<file path="config.mk">
export PLATFORM = sky130hd
export DESIGN_NAME = seven_segment_reader
export DESIGN_NICKNAME = d
export VERILOG_FILES = /design/src/rtl/seven_segment_reader.sv
export SDC_FILE = /design/constraint.sdc
export NUM_CORES = 1
export LEC_CHECK = 0
export ABC_AREA = 1
export CORE_AREA = 2 2 90 58
export CTS_BUF_LIST = sky130_fd_sc_hd__clkbuf_8
export DETAILED_ROUTE_END_ITERATION = 12
export DIE_AREA = 0 0 92 60
export HOLD_SLACK_MARGIN = 0.12
export MAX_ROUTING_LAYER = met4
export PLACE_DENSITY = 0.76
export SYNTH_ARGS = -nofsm -noshare
export SYNTH_HDL_FRONTEND = slang
export SYNTH_SLANG_ARGS = --single-unit
</file>
<file path="constraint.sdc">
create_clock -name clock -period 4.6 [get_ports clock]
set_input_delay 1.38 -clock clock [delete_from_list [all_inputs] [get_ports clock]]
set_output_delay 1.38 -clock clock [all_outputs]
set_load 0.02 [all_outputs]
</file>
<file path="src/rtl/seven_segment_reader.sv">
// Debounces a 7-segment pattern and emits one decoded token per newly accepted
// pattern through a single-entry valid/ready output register.
module seven_segment_reader #(
    parameter int STABLE_CYCLES = 4
) (
    input  logic       clock,
    input  logic       reset,
    input  logic [6:0] io_segIn,
    output logic       io_out_valid,
    input  logic       io_out_ready,
    output logic [3:0] io_out_bits_value,
    output logic       io_out_bits_blank,
    output logic       io_out_bits_error,
    output logic       io_stable,
    output logic [7:0] io_dropCount
);

    localparam logic [7:0] STABLE_N = 8'(STABLE_CYCLES);

    typedef enum logic {SETTLE, LOCKED} state_t;

    state_t     state_q, state_d;
    logic [6:0] s_q, s_d;
    logic [6:0] cand_q, cand_d;
    logic [6:0] last_acc_q, last_acc_d;
    logic [7:0] cnt_q, cnt_d;
    logic       valid_q, valid_d;
    logic [3:0] value_q, value_d;
    logic       blank_q, blank_d;
    logic       error_q, error_d;
    logic [7:0] drop_q, drop_d;

    logic       push;
    logic [3:0] dec_value;
    logic       dec_blank;
    logic       dec_error;

    always_comb begin
        dec_value = 4'd0;
        dec_blank = 1'b0;
        dec_error = 1'b0;
        case (cand_q)
            7'h7E: dec_value = 4'd0;
            7'h30: dec_value = 4'd1;
            7'h6D: dec_value = 4'd2;
            7'h79: dec_value = 4'd3;
            7'h33: dec_value = 4'd4;
            7'h5B: dec_value = 4'd5;
            7'h5F: dec_value = 4'd6;
            7'h70: dec_value = 4'd7;
            7'h7F: dec_value = 4'd8;
            7'h7B: dec_value = 4'd9;
            7'h00: dec_blank = 1'b1;
            default: dec_error = 1'b1;
        endcase
    end

    // Debounce: any change restarts settling; acceptance only re-emits a pattern
    // that differs from the last accepted one.
    always_comb begin
        s_d        = io_segIn;
        cand_d     = cand_q;
        cnt_d      = cnt_q;
        last_acc_d = last_acc_q;
        state_d    = state_q;
        push       = 1'b0;
        if (s_q != cand_q) begin
            cand_d  = s_q;
            cnt_d   = 8'd1;
            state_d = SETTLE;
        end else if (state_q == SETTLE) begin
            cnt_d = cnt_q + 8'd1;
            if (cnt_q + 8'd1 == STABLE_N) begin
                last_acc_d = cand_q;
                state_d    = LOCKED;
                push       = (cand_q != last_acc_q);
            end
        end
    end

    always_comb begin
        valid_d = valid_q;
        value_d = value_q;
        blank_d = blank_q;
        error_d = error_q;
        drop_d  = drop_q;
        if (push) begin
            if (!valid_q || io_out_ready) begin
                valid_d = 1'b1;
                value_d = dec_value;
                blank_d = dec_blank;
                error_d = dec_error;
            end else if (drop_q != 8'hFF) begin
                drop_d = drop_q + 8'd1;
            end
        end else if (valid_q && io_out_ready) begin
            valid_d = 1'b0;
        end
    end

    always_ff @(posedge clock) begin
        if (reset) begin
            state_q    <= SETTLE;
            s_q        <= 7'h00;
            cand_q     <= 7'h00;
            last_acc_q <= 7'h00;
            cnt_q      <= 8'd0;
            valid_q    <= 1'b0;
            value_q    <= 4'd0;
            blank_q    <= 1'b0;
            error_q    <= 1'b0;
            drop_q     <= 8'd0;
        end else begin
            state_q    <= state_d;
            s_q        <= s_d;
            cand_q     <= cand_d;
            last_acc_q <= last_acc_d;
            cnt_q      <= cnt_d;
            valid_q    <= valid_d;
            value_q    <= value_d;
            blank_q    <= blank_d;
            error_q    <= error_d;
            drop_q     <= drop_d;
        end
    end

    assign io_out_valid      = valid_q;
    assign io_out_bits_value = value_q;
    assign io_out_bits_blank = blank_q;
    assign io_out_bits_error = error_q;
    assign io_stable         = (state_q == LOCKED);
    assign io_dropCount      = drop_q;

endmodule
</file>
==> results of run 1 <==
final cells by class:
| type | count | area [µm²] |
|---|---|---|
| flip-flops and latches | 45 | 901 |
| clock inverters | 2 | 35.0 |
| fillers | 478 | 2050 |
| inverters | 48 | 180 |
| clock buffers | 5 | 68.8 |
| multi-input cells | 229 | 1180 |
| repair buffers | 26 | 258 |
| well taps | 66 | 82.6 |
registers in the layout (all words and copies together), names as in the netlist, 4 cells and up:
name and count:
s_q 7, last_acc_q 7, io_dropCount 8, cnt_q 8, io_out_bits_value 4, cand_q 7
stage by stage:
stage	cells	hold WS, ns
after floorplan	329	0.416
after global placement	414	0.429
after detailed placement	414	0.434
after CTS	421	0.445
after global routing	421	0.463
final	421	0.443
cell usage in the layout (no fill, tap or decap), types with 5 or more instances in the layout:
cell and n:
a21oi_2 5, nand3_1 17, nand4_1 9, inv_1 42, nand2_1 74, dfxtp_1 45
clkbuf_8 5, a21oi_1 22, nor3_1 10, nor2_1 42, clkdlybuf4s50_1 25, nor2_2 6
o21ai_0 15
where the power goes:
group / internal [µW] / switching (µW) / total (µW)
sequential: 396 / 6.97 / 403
clock: 158 / 132 / 290
combinational: 19.6 / 29.1 / 48.8
total: 573 / 168 / 742
layer usage:
metal	track usage, %	up-vias	wire length [µm]	part of all wire (%)
met4	6.40	0	65	1.3
met3	4.54	8	248	5.1
met1	28.6	922	2560	53
met2	27.3	39	1960	40
met5	-	-	0	0
li1	-	1098	-	-
logic make-up (layout without fill, tap and decap cells):
group                      Yosys count  after routing  share of synthesized area [%]
xor gates and xnor gates             5              5                           1.91
adders and majority gates            3              3                           1.63
and+or+nand+nor                    176            176                           36.9
buffers and inverters               55             81                           9.58
AOI/OAI and AO/OA                   45             45                           10.8
DFF                                 45             45                           39.2
path summary, 6_finish.rpt:
check	start	to	slack [ns]	cells after the start
max	io_stable	io_stable	1.60	1
min reg2reg	s_q[4]	cand_q[4]	0.44	2
max reg2reg	cnt_q[0]	io_dropCount[2]	2.41	13
min	s_q[4]	cand_q[4]	0.44	2
worst reg2reg max path, cell delays in order, from the launching register on:
cell and delay (ns):
dfxtp_1 0.36, ha_1 0.25, nand2_1 0.11, inv_2 0.04
nor2_1 0.13, nand2_1 0.08, nor2_2 0.16, nand3_4 0.11
nor2_8 0.15, nand4_4 0.12, nor2_4 0.33, nand3_1 0.13
nand2_1 0.10, nor2_2 0.04
==> results.cfg, run 1 <==
[sta]
setup_ws_ns = 1.60
drv_slew = 0
tightest_slew_ns = 0.582
min_period_ns = 3.00
hold_violations = 0
fin_skew_ns = 0.0115
finalSetupViolations = 0
fin_tns_setup_ns = 0
rsz0062_at_grt = false
timing.final.crit_share_pct = 65.2
relSlewSlack_pct = 61.1
max_freq_ghz = 0.334

[route]
drc = 0
wl_per_cell_um = 11.5
viasPerCell = 4.91
first_pass_iters = 4
ant_nets = 0
drtIter0Drc = 143
num_vias = 2067
drt_wl_total_um = 4830

[finish]
diodes = 0
syn_to_final_growth_pct = 17.6
final_core_util_pct = 56.8
nNetsFinal = 368
drive_gt1_share_pct = 10.1
final_area_um2 = 2700

[hold_path]
hold_class = flip-flop to flip-flop

[yosys]
synth_top_area_share_pct = 39.2
synth_cell_type_count = 36
synth.yosys.warnings = 0
syn_avg_cell_area_um2 = 6.99
syn_nets = 342
synth_cells = 329
syn_area_um2 = 2300
ys.flop_type = dfxtp_1
synth_edf_count = 0
synth.top_cells.by_area = dfxtp_1 39%, nand2_1 12%, inv_1 6.9%, nor2_1 6.9%, a21oi_1 4.8%
synth_top_area_cell = dfxtp_1
synth-async-reset-ratio_pct = 0
ys_ff_latch = 45
yosysMostFrequentCell = nand2_1
ys_seq_area_share_pct = 39.2
synth_common_cells = 74 x nand2_1, 45 x dfxtp_1, 42 x inv_1, 42 x nor2_1, 22 x a21oi_1

[cts]
post-cts-setup-buffer-count = 0
cts_buffer_depth = 2
cts_hold_buf = 0
htree_levels = 2
cts_tree = yes
cts_resized = 0
clkLatencyLatePin_ns = 0.30
path_clk_slew_ns = 0.09
clock_sinks = 45
cts_buffers = 5
cts_root_buffer = clkbuf_8

[placement]
dp_worst_setup_slack_ns = 1.46
gp_congestion = 0.907
place.port_buffers = 25
place_area_um2 = 2600
dp_hpwl_um = 3670

[critical_path]
cpMaxStageDelayCell = clkdlybuf4s50_1
arrival_ns = 1.62
critPathTopFamily = buffers and inverters
end_kind = output port
worst-path-buf-inv = 1
cp-start-kind = flip-flop
path_max_fanout = 11
cp_data_required_time_ns = 3.22
cp_slowest_stage_delay_ns = 0.69
path_class = flip-flop to output port
path_cells = clkdlybuf4s50_1

[global_routing]
grt_use_total_pct = 19.8
grt_overflow_total = 0
grt_pass1_wl_um = 8220
grt_max_degree = 18
grt_pass1_vias = 1757
antenna_found_initial = 0

[floorplan]
ios = 26
coreArea_um2 = 4750
initial_core_util_pct = 48.3
die_x_um = 92
dieArea_um2 = 5520
die_y_um = 60
placementRows = 20

[pwr]
cellPowerDensity_nw_per_um2 = 274
ir_drop_v = 0.000152
p_total_uw = 742
leakage_uw = 0.00108

[status]
run_status = finished clean

[flow_run]
cap_violations = 0
(Power assumes the default switching activity.)
==> run 2, diff against run 1 <==
- clock period: 4.6 -> 2.95 ns (I/O delays scaled with it)
==> results.cfg, run 2 (synthesis gave the netlist of run 1 again) <==
[pwr]
cellPowerDensity_nw_per_um2 = 433
ir_drop_v = 0.000291
leakage_uw = 0.00111

[sta]
min_period_ns = 2.26
tightest_slew_ns = 0.483
fin_skew_ns = 0.00406
finalSetupViolations = 0
fin_tns_setup_ns = 0
drv_slew = 0
relSlewSlack_pct = 67.7
timing.final.crit_share_pct = 76.6
rsz0062_at_grt = false
setup_ws_ns = 0.689
max_freq_ghz = 0.442
hold_violations = 0

[cts]
htree_levels = 2
cts_root_buffer = clkbuf_8
cts_buffer_depth = 2
cts_buffers = 5
cts_resized = 0
path_clk_slew_ns = 0.08
cts_hold_buf = 0
post-cts-setup-buffer-count = 0
clock_sinks = 45
clkLatencyLatePin_ns = 0.30
cts_tree = yes

[critical_path]
critPathTopFamily = buffers and inverters
r2r-start = cnt_q[0]
r2r_end = io_dropCount[2]
path_cells = clkdlybuf4s50_1
end_kind = output port
worst-path-buf-inv = 1
cpMaxStageDelayCell = clkdlybuf4s50_1
arrival_ns = 1.38
path_class = flip-flop to output port
cp-start-kind = flip-flop
r2r_slack_ns = 0.81
worst-r2r-cell-count = 13
cp_data_required_time_ns = 2.07
cp_slowest_stage_delay_ns = 0.64
path_max_fanout = 5

[placement]
gp_congestion = 0.905
dp_worst_setup_slack_ns = 0.580
place.port_buffers = 25
dp_hpwl_um = 3580

[floorplan]
ios = 26
die_x_um = 92
die_y_um = 60
coreArea_um2 = 4750
placementRows = 20
initial_core_util_pct = 48.3
dieArea_um2 = 5520

[global_routing]
grt_use_total_pct = 19.2
grt_pass1_vias = 1722
grt_max_degree = 18
grt_pass1_wl_um = 7940
antenna_found_initial = 0
grt_overflow_total = 0

[route]
num_vias = 2064
drtIter0Drc = 88
wl_per_cell_um = 11.3
drc = 0
ant_nets = 0
viasPerCell = 4.86
first_pass_iters = 4
drt_wl_total_um = 4800

[hold_path]
hold_class = flip-flop to flip-flop
hp-start = s_q[6]
hold_path_depth = 2
hold_path_end = cand_q[6]

[finish]
nNetsFinal = 371
syn_to_final_growth_pct = 19.1
diodes = 0
drive_gt1_share_pct = 10.9
mostFrequentLayoutCell = nand2_1
mostFrequentLayoutCells = 74 x nand2_1, 45 x dfxtp_1, 43 x inv_1, 42 x nor2_1, 25 x clkdlybuf4s50_1

[flow_run]
cap_violations = 0

[status]
run_status = finished clean
[run 2: changes by cell type in the layout (fill, tap and decap cells not counted)]
cell	delta
inv_1	+1
clkbuf_8	+1
clkinv_2	-1
buf_4	+3
[run 2: worst max-delay path by stage]
stage,slack (ns),end,from,cells past startpoint
after floorplan,1.00,io_dropCount[7],io_out_ready,7
after global placement,0.61,io_dropCount[3],io_out_ready,7
after detailed placement,0.58,io_dropCount[2],io_out_ready,7
after CTS,0.69,io_dropCount[3],io_dropCount[3],1
after global routing,0.58,io_out_bits_blank,cnt_q[0],12
final,0.69,io_dropCount[3],io_dropCount[3],1
[run 2: layer usage]
layer	part of all wire, %	global-route usage, %	vias to the layer above
met2	39	25.8	47
li1	-	-	1106
met5	0	-	-
met4	1.3	6.40	0
met1	54	28.2	903
met3	4.9	4.41	8
[run 2: final cells by class]
cell class / instances / area [µm²]
inverter: 48 / 180
clock inverter: 2 / 33.8
tap: 66 / 82.6
sequential: 45 / 901
multi-input combinational: 229 / 1180
timing repair buffer: 29 / 280
fill: 458 / 2020
clock buffer: 6 / 82.6
[run 2: through the flow]
step | cells | util (%) | power [µW] | instance area, µm² | hold WS [ns]
2_1_floorplan | 329 | - | 691 | 2300 | 0.416
3_3_place_gp | 417 | 55.1 | 717 | 2620 | 0.427
3_5_place_dp | 417 | 55.1 | 719 | 2620 | 0.428
4_1_cts | 425 | 57.6 | 1190 | 2740 | 0.442
5_1_grt | 425 | 57.6 | 1230 | 2740 | 0.454
6_report | 425 | 57.6 | 1180 | 2740 | 0.439
[run 2: report_power, final]
part / switching (µW) / internal (µW)
clock network: 207 / 273
logic: 45.5 / 31.5
registers: 10.8 / 617
